`src/rtl/fft_pkg.sv`:
```
// Shared constants and FSM state encoding for the in-place radix-2 FFT controller.
package fft_pkg;
  localparam int LOG2N      = 8;
  localparam int RD_LAT     = 1;
  localparam int BF_LAT     = 3;
  localparam int FIFO_DEPTH = 8;

  typedef enum logic [2:0] {
    ST_IDLE,
    ST_ISSUE,
    ST_DRAIN,
    ST_NEXT,
    ST_FIN
  } state_t;
endpackage

```
`src/rtl/fft_addr_fifo.sv`:
```
// Synchronous FIFO holding issued operand address pairs until their butterfly result returns.
module fft_addr_fifo #(
  parameter int W     = 16,
  parameter int DEPTH = 8
) (
  input  logic         clk,
  input  logic         rst,
  input  logic         push,
  input  logic         pop,
  input  logic [W-1:0] din,
  output logic [W-1:0] dout,
  output logic         empty,
  output logic         full
);
  localparam int PW = $clog2(DEPTH);

  logic [W-1:0] mem [DEPTH];
  logic [PW:0]  wp, rp;

  // Extra pointer bit distinguishes full from empty when the indices match.
  assign empty = (wp == rp);
  assign full  = (wp[PW] != rp[PW]) && (wp[PW-1:0] == rp[PW-1:0]);
  assign dout  = mem[rp[PW-1:0]];

  always_ff @(posedge clk) begin
    if (rst) begin
      wp <= '0;
      rp <= '0;
    end else begin
      if (push && !full) wp <= wp + (PW+1)'(1);
      if (pop && !empty) rp <= rp + (PW+1)'(1);
    end
  end

  always_ff @(posedge clk) begin
    if (push && !full && !rst) mem[wp[PW-1:0]] <= din;
  end
endmodule

```
`src/rtl/fft_ctrl.sv`:
```
// In-place radix-2 FFT sequencer: issues butterfly operand reads stage by stage and
// returns write-back addresses as results arrive.
module fft_ctrl #(
  parameter int LOG2N  = fft_pkg::LOG2N,
  parameter int RD_LAT = fft_pkg::RD_LAT,
  parameter int AW     = LOG2N
) (
  input  logic               clk,
  input  logic               rst,
  input  logic               start,
  output logic               busy,
  output logic               done,
  output logic [LOG2N-1:0]   stage,
  output logic               rd_en,
  output logic [AW-1:0]      rd_addr_a,
  output logic [AW-1:0]      rd_addr_b,
  output logic [LOG2N-2:0]   tw_addr,
  output logic               bf_en,
  input  logic               bf_finish,
  output logic               wr_en,
  output logic [AW-1:0]      wr_addr_a,
  output logic [AW-1:0]      wr_addr_b,
  output logic               err
);
  import fft_pkg::*;

  localparam int N     = 1 << LOG2N;
  localparam int HALFN = N / 2;
  localparam int KW    = LOG2N - 1;
  localparam int CW    = $clog2(FIFO_DEPTH + 1);

  state_t             state, nxt;
  logic [KW-1:0]      k;
  logic [CW-1:0]      outst;
  logic [RD_LAT:1]    vld_pipe;
  logic               k_last, s_last, pop, fifo_empty, fifo_full;
  logic [2*AW-1:0]    fifo_head;
  logic [AW-1:0]      kx, half, j, base;
  int                 s;

  assign k_last = (k == KW'(HALFN - 1));
  assign s_last = (stage == LOG2N'(LOG2N - 1));

  always_ff @(posedge clk) begin
    if (rst) state <= ST_IDLE;
    else     state <= nxt;
  end

  always_comb begin
    nxt = state;
    case (state)
      ST_IDLE:  if (start) nxt = ST_ISSUE;
      ST_ISSUE: if (k_last) nxt = ST_DRAIN;
      // Wait for every result of this stage before the next stage reads them back.
      ST_DRAIN: if (outst == '0) nxt = ST_NEXT;
      ST_NEXT:  nxt = s_last ? ST_FIN : ST_ISSUE;
      ST_FIN:   nxt = ST_IDLE;
      default:  nxt = ST_IDLE;
    endcase
  end

  always_comb begin
    busy  = (state != ST_IDLE);
    rd_en = (state == ST_ISSUE);
    done  = (state == ST_FIN);
  end

  always_ff @(posedge clk) begin
    if (rst) begin
      k     <= '0;
      stage <= '0;
      outst <= '0;
      err   <= 1'b0;
    end else begin
      case (state)
        ST_IDLE: if (start) begin
          k     <= '0;
          stage <= '0;
        end
        ST_ISSUE: if (!k_last) k <= k + KW'(1);
        ST_NEXT: if (!s_last) begin
          k     <= '0;
          stage <= stage + LOG2N'(1);
        end
        default: ;
      endcase
      case ({rd_en, pop})
        2'b10:   outst <= outst + CW'(1);
        2'b01:   outst <= outst - CW'(1);
        default: ;
      endcase
      if (bf_finish && (!busy || fifo_empty)) err <= 1'b1;
    end
  end

  always_ff @(posedge clk) begin
    if (rst) vld_pipe <= '0;
    else begin
      vld_pipe[1] <= rd_en;
      for (int i = 2; i <= RD_LAT; i++) vld_pipe[i] <= vld_pipe[i-1];
    end
  end
  assign bf_en = vld_pipe[RD_LAT];

  // Butterfly pair addressing: j indexes within a group of size 2*half.
  always_comb begin
    s    = int'(stage);
    kx   = AW'(k);
    half = AW'(1) << s;
    j    = kx & (half - AW'(1));
    base = ((kx >> s) << (s + 1)) | j;
    rd_addr_a = rd_en ? base : '0;
    rd_addr_b = rd_en ? base + half : '0;
    tw_addr   = rd_en ? (KW'(j) << (KW - s)) : '0;
  end

  assign pop       = bf_finish && busy && !fifo_empty;
  assign wr_en     = pop;
  assign wr_addr_a = wr_en ? fifo_head[2*AW-1:AW] : '0;
  assign wr_addr_b = wr_en ? fifo_head[AW-1:0]    : '0;

  fft_addr_fifo #(
    .W     (2*AW),
    .DEPTH (FIFO_DEPTH)
  ) u_fifo (
    .clk   (clk),
    .rst   (rst),
    .push  (rd_en),
    .pop   (pop),
    .din   ({rd_addr_a, rd_addr_b}),
    .dout  (fifo_head),
    .empty (fifo_empty),
    .full  (fifo_full)
  );

  // Overflow cannot occur with a well-behaved butterfly; keep the flag observable in the netlist.
  logic unused_full;
  assign unused_full = fifo_full;
endmodule

```
`config.mk`:
```
export PLATFORM = sky130hd
export DESIGN_NAME = fft_ctrl
export DESIGN_NICKNAME = d
export VERILOG_FILES = /design/src/rtl/fft_pkg.sv /design/src/rtl/fft_addr_fifo.sv /design/src/rtl/fft_ctrl.sv
export SDC_FILE = /design/constraint.sdc
export NUM_CORES = 1
export LEC_CHECK = 0
export BUFFER_PORTS_ARGS = -buffer_cell sky130_fd_sc_hd__buf_2
export CORE_UTILIZATION = 61
export DETAILED_ROUTE_END_ITERATION = 10
export GPL_ROUTABILITY_DRIVEN = 0
export GPL_TIMING_DRIVEN = 0
export PLACE_DENSITY = 0.88
export SKIP_LAST_GASP = 1
export SYNTH_ARGS = -nofsm -noshare
export SYNTH_HDL_FRONTEND = slang
export SYNTH_SLANG_ARGS = --single-unit
```
`constraint.sdc`:
```
create_clock -name clk -period 5.3 [get_ports clk]
set_input_delay 0.265 -clock clk [delete_from_list [all_inputs] [get_ports clk]]
set_output_delay 0.265 -clock clk [all_outputs]
set_load 0.005 [all_outputs]
```
==> reports/qor_table.md <==
| Group | Quantity | Reported |
|:---|:---|:---|
| sta | Normalized max-slew margin | 0.106 |
| global routing | Number of antenna violations at the first check in global routing | 0 |
| yosys | Share of flip-flops with an asynchronous set or reset after synthesis | 0 |
| sta | Transition time of the tightest slew-check pin | 1330 ps |
| global routing | GRT overflow | 0 |
| setup path | Max incr delay on CP | 530 ps |
| power and ir drop | Fraction of power spent switching nets | 0.217 |
| power and ir drop | Lkg Pwr | 3.43 nW |
| die | Boundary pin count | 57 |
| yosys | Synth top area share | 0.470 |
| sta | Final clock skew | 9.20 ps |
| global routing | Via count of the first global-routing pass | 5971 |
| setup path | Beginning of the critical path | stage[5] |
| detailed routing | Number of DRC violations after detailed routing | 0 |
| cts | Root buffer selected by CTS | sky130_fd_sc_hd__clkbuf_16 |
| cts | TritonCTS clock tree | done |
| sta | Maximum clock frequency | 0.196 GHz |
| setup path | Worst-path fanout max | 10 |
| yosys | Cell count after synthesis | 644 |
| power and ir drop | Internal Dissipation | 2.18 mW |
| power and ir drop | Clock share of power | 0.451 |
| cts | Clock net sink count | 163 |
| yosys | Yosys warning count | 0 |
| placement | Sum of net half-perimeters after detailed placement | 13600 um |
| setup path | R2r startpoint | stage[5] |
| detailed routing | Final WL | 20800 um |
| detailed routing | Drt first pass iters | 6 |
| die | Die Span Y | 118 um |
| detailed routing | Routed wirelength normalized by instance count | 22.9 um |
| power and ir drop | Power per Cell Area | 298 mW/mm^2 |
| sta | Time the final worst path needs with I/O delays and setup | 5110 ps |
| global routing | M1 GR Usage | 0.360 |
| sta | Setup violations, final | 0 |
| detailed routing | Number of DRC violations after detailed-routing iteration 0 | 769 |
| sta | Setup_tns | 0 ps |
| yosys | Number of synthesized flops with an enable pin | 128 |
| global routing | Busiest layer in global routing | met2 |
| global routing | First-pass GRT wire length | 32100 um |
| global routing | Largest net degree at the start of global routing | 17 |
| power and ir drop | Maximum resistive drop on vdd | 0.160 mV |
| min path | Min-Delay Startpoint | bf_finish |
| yosys | Nets in the synthesized netlist | 667 |
| cts | Insertion delay to the later sink of the worst-skew pair | 430 ps |
| die | Horizontal extent of the die | 118 um |
| cts | H-tree depth | 4 |
| setup path | Family with the most delay on the worst path | simple AND/OR/NAND/NOR gates |
| sta | Final clock period utilization by the worst path | 0.964 |
| power and ir drop | Portion of total power attributed to combinational logic | 0.050 |
| yosys | Seq cells post-synth | 163 |
| yosys | Post-synth top area cell | sky130_fd_sc_hd__edfxtp_1 |
| sta | Unrepaired setup endpoints after global routing | false |
| outcome | Result of the run | complete, no violations |
| cts | Number of buffers created by CTS | 17 |
| yosys | Sequential-to-total area share from yosys stat | 0.556 |
| placement | Port bufs | 56 |
| yosys | Biggest area contributors in the synthesized netlist | sky130_fd_sc_hd__edfxtp_1, sky130_fd_sc_hd__mux4_2, sky130_fd_sc_hd__dfxtp_1, sky130_fd_sc_hd__nor2_1, sky130_fd_sc_hd__mux2i_1 |
| power and ir drop | Sequential Power Share | 0.499 |
| setup path | Category of the worst setup path launch point | flop |
| die | Row count | 41 |
| global routing | Tot GR Track Use | 0.309 |
| die | Core region area | 0.0128 sq mm |
| sta | Final Hold Violating Endpoints | 0 |
| cts | Maximum count of clock buffers along a single path | 2 |
| finish | Most frequent cells in the layout | sky130_fd_sc_hd__edfxtp_1, sky130_fd_sc_hd__nor2_1, sky130_fd_sc_hd__buf_2, sky130_fd_sc_hd__nand2_1, sky130_fd_sc_hd__dfxtp_1 |
| sta | Smallest hold slack | 83.4 ps |
| yosys | Number of distinct library cells after synthesis | 71 |
| finish | Fraction of layout cells with a size suffix above 1 | 0.232 |
| job | Max-cap violation count | 0 |
| cts | Number of hold buffers added after CTS | 0 |
| die | Starting utilization of the core area | 0.637 |
| yosys | Synthesized cell area | 0.00817 sq mm |
| global routing | Met2 Track Usage GR | 0.535 |
| setup path | Required arrival time at the worst endpoint | 5040 ps |
| setup path | Endpoint class of the critical path | primary output |
| power and ir drop | Switching power | 0.607 mW |
| detailed routing | Average via count per standard cell | 6.67 |
| finish | FILL cells | 815 |
| detailed routing | Via Count | 6058 |
| sta | Final count of pins violating max slew | 0 |
| finish | N_diodes | 0 |
| yosys | Most used flip-flop cell after synthesis | sky130_fd_sc_hd__edfxtp_1 |
| finish | Area growth syn-to-layout | 14.7% |
| min path | Hold Path Class | in -> reg |
| finish | Number of nets in the final layout | 746 |
| global routing | Global routing met3 resource utilization | 0.0717 |
| yosys | Post-Syn Area per Cell | 12.7 sq um |
| cts | Clock slew at reported path FFs | 60 ps |
| finish | Most common library cell in the layout ignoring fill and taps | sky130_fd_sc_hd__edfxtp_1 |
| setup path | Setup CP Type | reg -> out |
| die | Area of the die | 0.0139 sq mm |
| setup path | Worst path arrival time | 4840 ps |
| setup path | Crit-path cells | buf_6 -> or4_4 -> clkbuf_8 -> nor2_4 -> nand3_2 -> ha_1 -> clkbuf_8 -> or4_1 -> o211ai_2 -> a21o_2 -> ha_1 -> nand2_1 -> o21ai_0 -> or4_1 -> and3_1 -> mux2_2 -> buf_2 |
| detailed routing | Number of nets with antenna violations after detailed routing | 0 |
| setup path | Cell with the largest stage delay on the worst path | sky130_fd_sc_hd__or4_1 |
| setup path | Worst path bufs/invs | 4 |
-- worst min-delay path: cells and delay by family --
family | cells | cell delay, ps
buffers and inverters | 1 | 90
and+or+nand+nor | 1 | 70
AOI/OAI and AO/OA | 1 | 50
-- per-stage QoR --
stage	util	cell area, sq um	std cells	worst slack, ps	power, mW
2_1_floorplan	-	8170	644	1190	1.51
3_3_place_gp	0.676	8670	872	755	1.54
3_5_place_dp	0.682	8750	876	493	1.55
4_1_cts	0.730	9360	908	113	2.79
5_1_grt	0.731	9380	908	28.9	2.85
6_report	0.731	9380	908	190	2.79
-- cell usage after synthesis, types with 11 or more instances --
cell type,count
sky130_fd_sc_hd__edfxtp_1,128
sky130_fd_sc_hd__nor2_1,73
sky130_fd_sc_hd__nand2_1,36
sky130_fd_sc_hd__dfxtp_1,35
sky130_fd_sc_hd__mux4_2,33
sky130_fd_sc_hd__a21oi_1,26
sky130_fd_sc_hd__mux2i_1,25
sky130_fd_sc_hd__inv_1,23
sky130_fd_sc_hd__clkbuf_1,22
sky130_fd_sc_hd__nor3_1,18
sky130_fd_sc_hd__ha_1,17
sky130_fd_sc_hd__o21ai_0,14
sky130_fd_sc_hd__nand3_1,12
sky130_fd_sc_hd__xor2_1,12
sky130_fd_sc_hd__xnor2_1,11
-- cell type report --
cell class	count	area [sq um]	share of cell area
Buffer	43	312	0.0332
Clock buffer	17	425	0.0454
Clock inverter	15	181	0.0194
Inverter	24	90.1	0.00961
Multi-Input combinational cell	414	3270	0.349
Sequential cell	163	4540	0.485
Tap cell	172	215	0.0230
Timing Repair Buffer	60	333	0.0355
-- path summary, 6_finish.rpt --
kind                      end  slack (ps)  cells past startpoint
min reg2reg               err         470                      2
max reg2reg  u_fifo.mem[6][7]         760                     16
max              rd_addr_b[7]         190                     17
min                       err          80                      3
-- per-layer routing --
metal | vias to the layer above | wire length [um] | part of all wire
li1 | 2599 | - | -
met1 | 2934 | 7640 | 0.37
met2 | 417 | 10600 | 0.51
met3 | 108 | 1700 | 0.082
met4 | 0 | 876 | 0.042
met5 | - | 0 | 0
-- state kept, by name, indices dropped and copies added, names as in the netlist, named ones only --
register / cells
u_fifo.wp: 4
state: 3
u_fifo.rp: 4
u_fifo.mem: 128
err: 1
bf_en: 1
outst: 4
k: 7
stage: 8
-- cell families (layout without fill, tap and decap cells) --
logic type | Yosys count | after routing | synth area share
simple gates | 209 | 209 | 0.127
flops | 163 | 163 | 0.556
compound gates | 103 | 103 | 0.0885
buf+inv | 67 | 159 | 0.0491
mux | 60 | 60 | 0.124
xor+xnor | 23 | 23 | 0.0246
fa+ha+maj | 19 | 19 | 0.0309
-- power by group through the flow --
stage	Sequential (mW)	Clock, mW	Combinational (mW)
2_1_floorplan	1.42	0	0.0947
3_3_place_gp	1.42	0	0.125
3_5_place_dp	1.42	0	0.135
4_1_cts	1.39	1.26	0.138
5_1_grt	1.39	1.31	0.149
6_report	1.39	1.26	0.139
-- what timing repair did --
| item | in CTS | in global routing |
|---|---|---|
| buffers inserted | 0 | 0 |
| setup endpoints to repair | 1 | 3 |
| endpoints found under the hold margin | 0 | 0 |
| resized for setup | 1 | 3 |
No activity file was read; power rests on OpenSTA's default activity.
